`src/rtl/packet_assembler_pkg.sv`:
```
// eer_pkt_pkg: shared constants and types for the packet assembler slice.
// Optional build macro: PKT_CHECKSUM_EN appends an XOR checksum word to every packet.
package eer_pkt_pkg;
   localparam int WORD_WIDTH = 16;
   localparam int MAX_WORDS  = 9;
   localparam int IDX_W      = $clog2(MAX_WORDS);

   localparam logic [2:0] PKT_HB   = 3'd1;
   localparam logic [2:0] PKT_CHE  = 3'd2;
   localparam logic [2:0] PKT_MR   = 3'd3;
   localparam logic [2:0] PKT_DATA = 3'd4;

`ifdef PKT_CHECKSUM_EN
   localparam int CSUM_WORDS = 1;
`else
   localparam int CSUM_WORDS = 0;
`endif

   // Total words per packet type, checksum included when it is built in.
   localparam logic [4:0] LEN_HB   = 5'(6 + CSUM_WORDS);
   localparam logic [4:0] LEN_CHE  = 5'(8 + CSUM_WORDS);
   localparam logic [4:0] LEN_MR   = 5'(5 + CSUM_WORDS);
   localparam logic [4:0] LEN_DATA = 5'(6 + CSUM_WORDS);

   typedef enum logic {IDLE = 1'b0, SEND = 1'b1} state_t;

   // One captured reward result; used for both the active and pending slots.
   typedef struct packed {
      logic [WORD_WIDTH-1:0] sourceId;
      logic [WORD_WIDTH-1:0] energyLeft;
      logic [WORD_WIDTH-1:0] qValue;
      logic [WORD_WIDTH-1:0] sourceHops;
      logic [WORD_WIDTH-1:0] destinationId;
      logic [2:0]            packetType;
      logic [WORD_WIDTH-1:0] chosenCh;
      logic [WORD_WIDTH-1:0] hopsFromCh;
   } pkt_fields_t;

   function automatic logic isValidType(input logic [2:0] t);
      return (t == PKT_HB) || (t == PKT_CHE) || (t == PKT_MR) || (t == PKT_DATA);
   endfunction
endpackage

```
`src/rtl/packet_assembler_if.sv`:
```
// packet_assembler_if: TX word stream from the assembler to the radio buffer.
// Handshake: a word transfers on a rising clk edge where tx_valid && tx_ready;
// while tx_valid is high and tx_ready low, tx_data/tx_last hold and tx_valid stays high.
interface packet_assembler_if;
   import eer_pkt_pkg::*;
   logic                  tx_valid;
   logic                  tx_ready;
   logic                  tx_last;
   logic [WORD_WIDTH-1:0] tx_data;

   modport master (output tx_valid, output tx_data, output tx_last, input tx_ready);
   modport slave  (input tx_valid, input tx_data, input tx_last, output tx_ready);
endinterface

```
`src/rtl/packet_assembler_word_mux.sv`:
```
// pkt_word_mux: selects the packet word for (type, index) and reports packet length.
// With PKT_CHECKSUM_EN defined the final index returns the XOR of all earlier words.
module pkt_word_mux
   import eer_pkt_pkg::*;
#(
   parameter logic [WORD_WIDTH-1:0] BCAST_ID = 16'hFFFF
) (
   input  pkt_fields_t           fields,
   input  logic [IDX_W-1:0]      idx,
   output logic [WORD_WIDTH-1:0] word,
   output logic [4:0]            len
);
   // Payload word for one index; indexes past the payload read as zero.
   function automatic logic [WORD_WIDTH-1:0] rawWord(input pkt_fields_t f,
                                                     input logic [4:0] l,
                                                     input logic [IDX_W-1:0] i);
      logic [WORD_WIDTH-1:0] w;
      w = '0;
      if (i == '0) begin
         w = {f.packetType, l, 8'h00};
      end else begin
         case (f.packetType)
            PKT_HB: case (i)
               4'd1: w = f.sourceId;
               4'd2: w = BCAST_ID;
               4'd3: w = f.sourceHops;
               4'd4: w = f.qValue;
               4'd5: w = f.energyLeft;
               default: w = '0;
            endcase
            PKT_CHE: case (i)
               4'd1: w = f.sourceId;
               4'd2: w = f.destinationId;
               4'd3: w = f.sourceHops;
               4'd4: w = f.qValue;
               4'd5: w = f.energyLeft;
               4'd6: w = f.chosenCh;
               4'd7: w = f.hopsFromCh;
               default: w = '0;
            endcase
            PKT_MR: case (i)
               4'd1: w = f.sourceId;
               4'd2: w = f.chosenCh;
               4'd3: w = f.qValue;
               4'd4: w = f.energyLeft;
               default: w = '0;
            endcase
            PKT_DATA: case (i)
               4'd1: w = f.sourceId;
               4'd2: w = f.destinationId;
               4'd3: w = f.hopsFromCh;
               4'd4: w = f.qValue;
               4'd5: w = f.energyLeft;
               default: w = '0;
            endcase
            default: w = '0;
         endcase
      end
      return w;
   endfunction

   // Length lookup by packet type; unsupported types report zero.
   always_comb begin
      len = 5'd0;
      case (fields.packetType)
         PKT_HB:   len = LEN_HB;
         PKT_CHE:  len = LEN_CHE;
         PKT_MR:   len = LEN_MR;
         PKT_DATA: len = LEN_DATA;
         default:  len = 5'd0;
      endcase
   end

`ifdef PKT_CHECKSUM_EN
   logic [WORD_WIDTH-1:0] csum;

   // Checksum covers every earlier word; unused indexes contribute zero.
   always_comb begin
      csum = '0;
      for (int i = 0; i < MAX_WORDS - 1; i++) begin
         csum = csum ^ rawWord(fields, len, IDX_W'(i));
      end
      word = (5'(idx) == len - 5'd1) ? csum : rawWord(fields, len, idx);
   end
`else
   // Plain word selection.
   always_comb begin
      word = rawWord(fields, len, idx);
   end
`endif
endmodule

```
`src/rtl/packet_assembler.sv`:
```
// packet_assembler: captures reward-stage results and streams them as TX words.
// One active packet plus a one-deep pending slot; a third capture is dropped.
// Optional build macro: PKT_CHECKSUM_EN (XOR checksum word, see pkt_word_mux).
module packet_assembler
   import eer_pkt_pkg::*;
#(
   parameter logic [WORD_WIDTH-1:0] BCAST_ID = 16'hFFFF
) (
   input  logic                  clk,
   input  logic                  nrst,
   input  logic                  en,
   input  logic                  reward_done,
   input  logic [WORD_WIDTH-1:0] rSourceID,
   input  logic [WORD_WIDTH-1:0] rEnergyLeft,
   input  logic [WORD_WIDTH-1:0] rQValue,
   input  logic [WORD_WIDTH-1:0] rSourceHops,
   input  logic [WORD_WIDTH-1:0] rDestinationID,
   input  logic [2:0]            rPacketType,
   input  logic [WORD_WIDTH-1:0] rChosenCH,
   input  logic [WORD_WIDTH-1:0] rHopsFromCH,
   packet_assembler_if.master    tx,
   output logic                  busy,
   output logic                  sent,
   output logic                  drop,
   output state_t                dbgState
);
   state_t                state;
   pkt_fields_t           active;
   pkt_fields_t           pending;
   pkt_fields_t           capFields;
   pkt_fields_t           muxFields;
   logic                  pendFull;
   logic [IDX_W-1:0]      wordIdx;
   logic [IDX_W-1:0]      muxIdx;
   logic [WORD_WIDTH-1:0] muxWord;
   logic [4:0]            muxLen;
   logic                  muxLast;
   logic                  txValid;
   logic                  txLast;
   logic [WORD_WIDTH-1:0] txData;
   logic                  capValid;
   logic                  capBad;
   logic                  hs;
   logic                  lastHs;

   assign capFields = '{sourceId: rSourceID, energyLeft: rEnergyLeft, qValue: rQValue,
                        sourceHops: rSourceHops, destinationId: rDestinationID,
                        packetType: rPacketType, chosenCh: rChosenCH,
                        hopsFromCh: rHopsFromCH};
   assign capValid = en && reward_done && isValidType(rPacketType);
   assign capBad   = en && reward_done && !isValidType(rPacketType);
   assign hs       = txValid && tx.tx_ready;
   assign lastHs   = hs && txLast;

   // Choose which packet/index the word mux prepares for the next cycle.
   always_comb begin
      muxFields = active;
      muxIdx    = '0;
      if (state == IDLE) begin
         muxFields = capFields;
      end else if (txValid) begin
         muxIdx = wordIdx + IDX_W'(1);
      end
   end

   pkt_word_mux #(.BCAST_ID(BCAST_ID)) u_word_mux (
      .fields (muxFields),
      .idx    (muxIdx),
      .word   (muxWord),
      .len    (muxLen)
   );

   assign muxLast = (5'(muxIdx) == muxLen - 5'd1);

   // Packet FSM with registered TX outputs, pending-slot management and pulses.
   always_ff @(posedge clk or negedge nrst) begin
      if (!nrst) begin
         state    <= IDLE;
         active   <= '0;
         pending  <= '0;
         pendFull <= 1'b0;
         wordIdx  <= '0;
         txValid  <= 1'b0;
         txData   <= '0;
         txLast   <= 1'b0;
         sent     <= 1'b0;
         drop     <= 1'b0;
      end else begin
         sent <= 1'b0;
         drop <= 1'b0;
         case (state)
            IDLE: begin
               if (capValid) begin
                  active  <= capFields;
                  wordIdx <= '0;
                  txValid <= 1'b1;
                  txData  <= muxWord;
                  txLast  <= muxLast;
                  state   <= SEND;
               end
               drop <= capBad;
            end
            SEND: begin
               if (lastHs) begin
                  // Packet done: promote the next one (after a gap cycle) or go idle.
                  sent    <= 1'b1;
                  txValid <= 1'b0;
                  txLast  <= 1'b0;
                  txData  <= '0;
                  if (pendFull) begin
                     active   <= pending;
                     pending  <= capFields;
                     pendFull <= capValid;
                  end else if (capValid) begin
                     active <= capFields;
                  end else begin
                     state <= IDLE;
                  end
               end else begin
                  if (hs) begin
                     wordIdx <= wordIdx + IDX_W'(1);
                     txData  <= muxWord;
                     txLast  <= muxLast;
                  end else if (!txValid) begin
                     // Gap cycle after a promotion: present word 0 of the new packet.
                     wordIdx <= '0;
                     txValid <= 1'b1;
                     txData  <= muxWord;
                     txLast  <= muxLast;
                  end
                  if (capValid) begin
                     if (pendFull) begin
                        drop <= 1'b1;
                     end else begin
                        pending  <= capFields;
                        pendFull <= 1'b1;
                     end
                  end
               end
               if (capBad) begin
                  drop <= 1'b1;
               end
            end
         endcase
      end
   end

   assign tx.tx_valid = txValid;
   assign tx.tx_data  = txData;
   assign tx.tx_last  = txLast;
   assign busy        = (state == SEND) || pendFull;
   assign dbgState    = state;
endmodule

```
`src/flat_wrapper.sv`:
```
// flat-port wrapper written by rule: the top's interface ports become plain ports
module packet_assembler_flat import eer_pkt_pkg::*;
#(
   parameter logic [WORD_WIDTH-1:0] BCAST_ID = 16'hFFFF
)
  (clk, nrst, en, reward_done, rSourceID, rEnergyLeft, rQValue, rSourceHops, rDestinationID, rPacketType, rChosenCH, rHopsFromCH, busy, sent, drop, dbgState, tx_tx_valid, tx_tx_data, tx_tx_last, tx_tx_ready);
  packet_assembler_if tx_i ();
  input  logic clk;
  input  logic nrst;
  input  logic en;
  input  logic reward_done;
  input  logic [WORD_WIDTH-1:0] rSourceID;
  input  logic [WORD_WIDTH-1:0] rEnergyLeft;
  input  logic [WORD_WIDTH-1:0] rQValue;
  input  logic [WORD_WIDTH-1:0] rSourceHops;
  input  logic [WORD_WIDTH-1:0] rDestinationID;
  input  logic [2:0] rPacketType;
  input  logic [WORD_WIDTH-1:0] rChosenCH;
  input  logic [WORD_WIDTH-1:0] rHopsFromCH;
  output logic busy;
  output logic sent;
  output logic drop;
  output state_t dbgState;
  output wire logic [$bits(tx_i.tx_valid)-1:0] tx_tx_valid;
  output wire logic [$bits(tx_i.tx_data)-1:0] tx_tx_data;
  output wire logic [$bits(tx_i.tx_last)-1:0] tx_tx_last;
  input wire logic [$bits(tx_i.tx_ready)-1:0] tx_tx_ready;
  assign tx_tx_valid = tx_i.tx_valid;
  assign tx_tx_data = tx_i.tx_data;
  assign tx_tx_last = tx_i.tx_last;
  assign tx_i.tx_ready = tx_tx_ready;
  packet_assembler #(.BCAST_ID(BCAST_ID)) u_core (.clk(clk), .nrst(nrst), .en(en), .reward_done(reward_done), .rSourceID(rSourceID), .rEnergyLeft(rEnergyLeft), .rQValue(rQValue), .rSourceHops(rSourceHops), .rDestinationID(rDestinationID), .rPacketType(rPacketType), .rChosenCH(rChosenCH), .rHopsFromCH(rHopsFromCH), .tx(tx_i), .busy(busy), .sent(sent), .drop(drop), .dbgState(dbgState));
endmodule
```
`config.mk`:
```
export PLATFORM = sky130hd
export DESIGN_NAME = packet_assembler_flat
export DESIGN_NICKNAME = d
export VERILOG_FILES = /design/src/rtl/packet_assembler_pkg.sv /design/src/rtl/packet_assembler_if.sv /design/src/rtl/packet_assembler_word_mux.sv /design/src/rtl/packet_assembler.sv /design/src/flat_wrapper.sv
export SDC_FILE = /design/constraint.sdc
export NUM_CORES = 1
export LEC_CHECK = 0
export ABC_AREA = 1
export BUFFER_PORTS_ARGS = -buffer_cell sky130_fd_sc_hd__buf_4
export CAP_MARGIN = 10
export CORE_MARGIN = 3
export CORE_UTILIZATION = 52
export DETAILED_ROUTE_END_ITERATION = 6
export GPL_TIMING_DRIVEN = 1
export PLACE_DENSITY = 0.74
export SYNTH_ARGS = -nofsm -noshare
export SYNTH_HDL_FRONTEND = slang
export SYNTH_SLANG_ARGS = --single-unit
```
`constraint.sdc`:
```
create_clock -name clk -period 2.2 [get_ports clk]
set_input_delay 0.22 -clock clk [delete_from_list [all_inputs] [get_ports clk]]
set_output_delay 0.22 -clock clk [all_outputs]
set_load 0.05 [all_outputs]
```
# After elaboration in Yosys (flattened, before gate mapping)
# Cells that the tools add are included.
# totals
memories,0
latch_bits,0
mem_bits_rw,0
inputBits,120
output_inout_bits,22
mem_bits_ro,0
regBits,256
elab_cells,119
# op_classes
eq_ne,24
muxes,50
magnitude_cmp,0
reduce_logical,18
shifts,0
n_div,0
add_sub_neg,2
bitwise_logic,1
n_mul,0
# op_table
cell,count
115-bit two-way mux,8
115-bit case mux with 2 select lines,1
16-bit case mux with 5 select lines,2
16-bit case mux with 4 select lines,2
16-bit case mux with 7 select lines,1
16-bit two-way mux,5
16-bit case mux with 2 select lines,1
4-bit two-way mux,6
1-bit two-way mux,18
4-bit by 3-bit == test with 1-bit output (second input constant),4
3-bit by 2-bit == test with 1-bit output (second input constant),4
4-bit case mux with 3 select lines,1
4-bit by 2-bit == test with 1-bit output (second input constant),2
1-bit case mux with 2 select lines,4
4-bit case mux with 2 select lines,1
3-bit by 1-bit == test with 1-bit output (second input constant),2
3-bit == test (second input constant),2
2-bit != test (second input constant),3
3-bit != test (second input constant),2
2-bit AND reduction,3
4-bit by 5-bit == test with 1-bit output,1
1-bit logical AND,5
4-bit by 1-bit subtractor with 5-bit output (second input constant),1
4-bit by 1-bit adder with 4-bit output (second input constant),1
other kinds (11),15

# Logic depth before layout (Yosys ltp)
# logic_depth
word_depth,11
mapped_depth,18

# By module
# Synthesis repeated with hierarchy kept, for this count alone.
# hier_totals
cells_unflattened,2071
area_unflattened_um2,14472.6
# by_module_without_submodules
mod,cells_per_inst,area_each_um2,n_inst,seq_area_each_um2
packet_assembler,1543,12100.4,1,6406.1
pkt_word_mux,528,2372.3,1,0.0

# Worst setup path after synthesis
# No wires, ideal clock.
# synth_path
path_kind,register -> register
start,register u_core.state (netlist: u_core.dbgState)
end,register u_core.txLast (netlist: u_core.tx.tx_last)
arrival_time_ns,2.294
path_stages_with_launch,11
setup_ns,0.095
path_slack_ns,-0.190
synth_period_minus_slack_ns,2.390
path_cell_list,dfrtp_1 -> buf_4 -> buf_6 -> o21ai_0 -> nor2_1 -> nand2_1 -> buf_2 -> ha_1 -> a21oi_1 -> o2111ai_1 -> o31ai_1
# synth_between
elab_chain_len,10
word_cells_on_any_way,19
cone_classes,1 x add/sub; 7 x eq/ne; 8 x mux; 1 x bitwise; 2 x reduce/logical
# synth_lines
element,line_no,text
"start, declared",packet_assembler.sv:27,state_t state;
"start signal, assigned",packet_assembler.sv:78,state <= IDLE;
"start signal, assigned",packet_assembler.sv:99,state <= SEND;
"start signal, assigned",packet_assembler.sv:117,state <= IDLE;
115-bit two-way mux,packet_assembler.sv:59,if (state == IDLE) begin
3-bit == test / 3-bit by 1-bit == test with 1-bit output (equally long branches),packet_assembler_word_mux.sv:65,case (fields.packetType)
2-bit OR reduction (no source line),n/a,
4-bit case mux with 3 select lines,packet_assembler_word_mux.sv:65,
4-bit by 1-bit subtractor with 5-bit output,packet_assembler.sv:73,assign muxLast = (5'(muxIdx) == muxLen - 5'd1);
4-bit by 5-bit == test with 1-bit output,packet_assembler.sv:73,
1-bit two-way mux,packet_assembler.sv:124,end else if (!txValid) begin
1-bit two-way mux,packet_assembler.sv:120,if (hs) begin
1-bit two-way mux,packet_assembler.sv:104,if (lastHs) begin
1-bit case mux with 2 select lines,packet_assembler.sv:91,case (state)
"end signal, assigned",packet_assembler.sv:98,txLast <= muxLast;
"end signal, assigned",packet_assembler.sv:123,txLast <= muxLast;
"end signal, assigned",packet_assembler.sv:129,txLast <= muxLast;
"end, declared",packet_assembler.sv:39,logic txLast;
# Several ways; a longest one is shown, not always the timed one. The select of a mux whose other input is x is not followed.
# A chain may end at the register's enable or synchronous reset.

# Worst setup path after layout
# layout_path
start,register u_core.wordIdx[1]
end,register u_core.txData[14] (netlist: u_core.tx.tx_data[14])
# layout_between
elab_chain_len,11
word_cells_on_any_way,22
cone_classes,1 x add/sub; 7 x eq/ne; 13 x mux; 1 x reduce/logical
# layout_lines
element,line_no,text
"start, declared",packet_assembler.sv:33,logic [IDX_W-1:0] wordIdx;
"start signal, assigned",packet_assembler.sv:121,wordIdx <= wordIdx + IDX_W'(1);
4-bit by 1-bit adder with 4-bit output *,packet_assembler.sv:62,muxIdx = wordIdx + IDX_W'(1);
4-bit two-way mux *,packet_assembler.sv:61,end else if (txValid) begin
4-bit two-way mux *,packet_assembler.sv:59,
"4-bit by 3-bit == test with 1-bit output, or another cell as far along",packet_assembler_word_mux.sv:31,PKT_CHE: case (i)
"16-bit case mux with 7 select lines, or another cell as far along",packet_assembler_word_mux.sv:31,
16-bit case mux with 4 select lines,packet_assembler_word_mux.sv:22,case (f.packetType)
16-bit two-way mux *,packet_assembler_word_mux.sv:19,if (i == '0) begin
16-bit two-way mux,packet_assembler.sv:124,
16-bit two-way mux,packet_assembler.sv:120,
16-bit two-way mux,packet_assembler.sv:104,
16-bit case mux with 2 select lines *,packet_assembler.sv:91,
"end signal, assigned",packet_assembler.sv:97,txData <= muxWord;
"end signal, assigned",packet_assembler.sv:122,txData <= muxWord;
"end signal, assigned",packet_assembler.sv:128,txData <= muxWord;
"end, declared",packet_assembler.sv:40,logic [WORD_WIDTH-1:0] txData;
# Mark *: on every way between the ends. The rest lies on a longest branch, timed or not. The select of a mux whose other input is x is not followed.

==> impl_metrics.toml <==
[run_status]
status = "finished with violations"
violations = "setup timing"

[cts]
cts.sink_count = 256
cts-buffers-inserted = 28
clk_latency_ps = 560
cts_buffer_depth = 3
root_buffer = "clkbuf_16"
clkTransAtPathRegs_ps = 70
cts_tree = "yes"
cts.htree.levels = 1

[yosys]
syn_inst = 2102
ys_top_cells_by_area = "dfrtp_1 43%, nand2_1 16%, o21ai_0 12%, inv_1 7.0%, o211ai_1 5.8%"
syn-num-nets = 2224
yosysTopAreaCell = "dfrtp_1"
ys_ff_latch = 256
syn_area_mm2 = 0.01479
yosysSeqAreaShare = 0.4331
netlist-cell-type-count = 29
yosysWarnings = 0
synth_top_area_frac = 0.4331
syn_area_per_cell_um2 = 7.038

[min_path]
hp-class = "input pin to flop"
hold_depth = 3

[timing]
fmax_mhz = 433.8
worst_pin_slew_ps = 728.2
final.setup.tns_ps = -544.2
holdWs_ps = 7.350
rsz0062_at_grt = "yes"
hold_viol_final = 0
worst_slack_ps = -105.2
slew_viol_final = 0
slew_headroom = 0.5094
fin_crit_sh = 1.048
skew_ps = 16.80
fin_crit_ps = 2305
setup_viol = 10

[global_route]
grt_pass1_wl_um = 78850
first_global_vias = 14750
grt_max_degree = 129
antenna_found_initial = 0
grt.total_usage = 0.3182
grt_overflow = 0

[finish]
multiInputGateArea_mm2 = 0.007018
fillerInstances = 2196
final_layout_size_suffix_gt1_frac = 0.1945
final_nets = 2527
stdcell_count = 2805
area_growth_pct = 35.77
register_area_mm2 = 0.006410
diodes = 0

[placement]
place_ws_ps = -113.7
place_congestion = 0.9643
port_buffers = 141
dp_cells = 2619
post-dp-hpwl_um = 32920

[worst_setup_path]
cp_max_fo = 7
crit_required_ps = 2630
r2r_cells = 14
cpMaxStageDelayCell = "dfrtp_1"
cp_cell_sequence = "ha_4 -> nor2_2 -> nand3b_1 -> buf_4 -> clkbuf_16 -> buf_4 -> nand4_1 -> nand2_1 -> nor2_2 -> nand2_1 -> nand2_1 -> nand3_1 -> o21bai_1 -> nand2_1"
worst_setup_path_start_kind = "flop"
critical-path-top-delay-family = "simple AND/OR/NAND/NOR gates"
critPathKind = "flop to flop"
crit_path_end_kind = "flop"
crit_path_max_incr_delay_ps = 420
worst_path_most_repeated_cell = "nand2_1"
crit_arrival_ps = 2730
critical_path_buf_inv_count = 3
cp.depth = 14

[run]
drv_cap = 0

[floorplan]
pin_count = 142
std_cell_rows = 61
core-area_mm2 = 0.02793
start_util = 0.5296
die_w_um = 174.7
chipHeight_um = 174.7
dieArea_mm2 = 0.03051

[drt]
wl_um = 52470
vias = 16010
vias_per_cell = 5.708
drt_iter0_markers = 1736
drc = 0
ant_nets = 0
post_drt_wl_per_cell_um = 18.71
drt-pass1-iter-count = 6

[pwr]
p_sw_mw = 9.324
p_comb_frac = 0.455
power_density_mw_per_mm2 = 1134
sw_frac_of_total = 0.4095
pwr-share-clk = 0.222
seq_power_share = 0.323
intPower_mw = 13.44
ir_worst_vdd_mv = 0.8227
p_leak_nw = 10.11
==> flip-flops by register name, summed over array words and instances, names as in the netlist <==
| register | count |
|---|---|
| u_core.active | 115 |
| u_core.pending | 115 |
| u_core.tx.tx_data | 16 |
| u_core.wordIdx | 4 |
| u_core.dbgState | 1 |
| u_core.drop | 1 |
| u_core.pendFull | 1 |
| u_core.sent | 1 |
| u_core.tx.tx_last | 1 |
| u_core.tx.tx_valid | 1 |
==> layout make-up <==
class / count / area share
timing repair buffer: 420 / 0.2056
clock buffer: 37 / 0.04062
clock inverter: 15 / 0.009158
multi-input combinational: 1421 / 0.3494
sequential: 256 / 0.3191
inverter: 278 / 0.05245
tap: 378 / 0.02355
==> kinds of logic after synthesis <==
family                     Yosys count  share of synthesized area
AOI/OAI and AO/OA                  519                     0.1960
xor gates and xnor gates             1                  0.0005922
adders and majority gates            2                   0.001691
buffers and inverters              426                     0.1157
DFF                                256                     0.4331
muxes                                1                  0.0006767
and+or+nand+nor                    897                     0.2523
==> cell usage after synthesis <==
cell type and number:
dfrtp_1 256, o211ai_1 114, inv_1 276, nand3_2 1
a22oi_1 1, nand3b_1 2, o22ai_1 1, nand2_1 627
nand3_1 61, a21oi_1 31, mux2i_1 1, xor2_1 1
buf_4 4, buf_2 66, inv_2 1, nand4_1 103
o21ai_2 1, clkbuf_1 71, nand2_4 1, buf_1 5
o21ai_0 368, o31ai_1 1, o21bai_1 1, o2111ai_1 1
buf_6 2, clkinv_1 1, nor2_2 4, ha_1 2
nor2_1 98
==> per-stage QoR <==
stage                     instance area (um2)    util  power (mW)
final                                   20080  0.7190       22.77
after global routing                    20080  0.7190       24.03
after CTS                               19260  0.6896       21.71
after detailed placement                17200  0.6158       16.26
after global placement                  17200  0.6158       16.03
after floorplan                         14790       -       12.27
==> metal layers <==
metal	global-route usage	wire [um]
met1	0.4459	21860
met2	0.5127	24070
met3	0.05671	4683
met4	0.08743	1850
met5	0	0
==> worst paths after layout <==
path | start | end | slack (ps)
worst max-delay path | u_core.wordIdx[1] | u_core.tx.tx_data[14] | -110
worst min-delay path | rSourceID[11] | u_core.pending[110] | 7
worst max register to register | u_core.wordIdx[1] | u_core.tx.tx_data[14] | -110
worst min register to register | u_core.pending[22] | u_core.pending[22] | 490
max in group asynchronous | nrst | u_core.active[106] | 1300
min in group asynchronous | nrst | u_core.pending[21] | 180
==> power by group through the flow <==
stage / Clock [mW] / Sequential (mW) / Combinational [mW]
floorplan: 0 / 7.52 / 4.74
CTS: 5.09 / 7.30 / 9.31
finish: 5.05 / 7.36 / 10.4
global placement: 0 / 7.28 / 8.75
global route: 5.27 / 7.53 / 11.2
detailed placement: 0 / 7.35 / 8.91
==> layout by cell type (no fill, tap or decap), types with 2 or more instances in the layout <==
master         instances
nand3b_1               2
o21ai_1               12
buf_4                268
o21ai_0              351
buf_8                  3
buf_16                 4
nand3_2                6
a21oi_2                5
nand2_1              590
nand3_4                2
a21oi_1               24
buf_12                31
ha_4                   2
bufinv_16              4
nand4_1              103
dlygate4sd3_1         91
nand2_4                4
inv_2                  6
nor2_2                15
clkbuf_1               2
a21oi_4                2
inv_6                  2
o211ai_1             114
inv_1                269
nand3_1               55
clkbuf_16             40
nor2_1                79
o21ai_2                5
buf_6                 11
clkinv_2               8
nand2_2               34
clkinvlp_4             2
nor2_4                 8
clkbuf_8               6
dfrtp_1              255
==> worst min-delay path, cell delays in order <==
cell and delay, ps:
buf_4 110, inv_1 80, o21ai_0 100
==> timing repair <==
| action | in CTS | in global routing |
|---|---|---|
| endpoints found under the hold margin | 142 | 0 |
| pin swaps | 0 | 66 |
| resized for setup | 18 | 110 |
| gates cloned | 2 | 13 |
| setup endpoints to repair | 12 | 109 |
| hold buffers | 91 | 0 |
| buffers inserted | 3 | 25 |
Note: power is estimated with default switching activity, not from simulation.
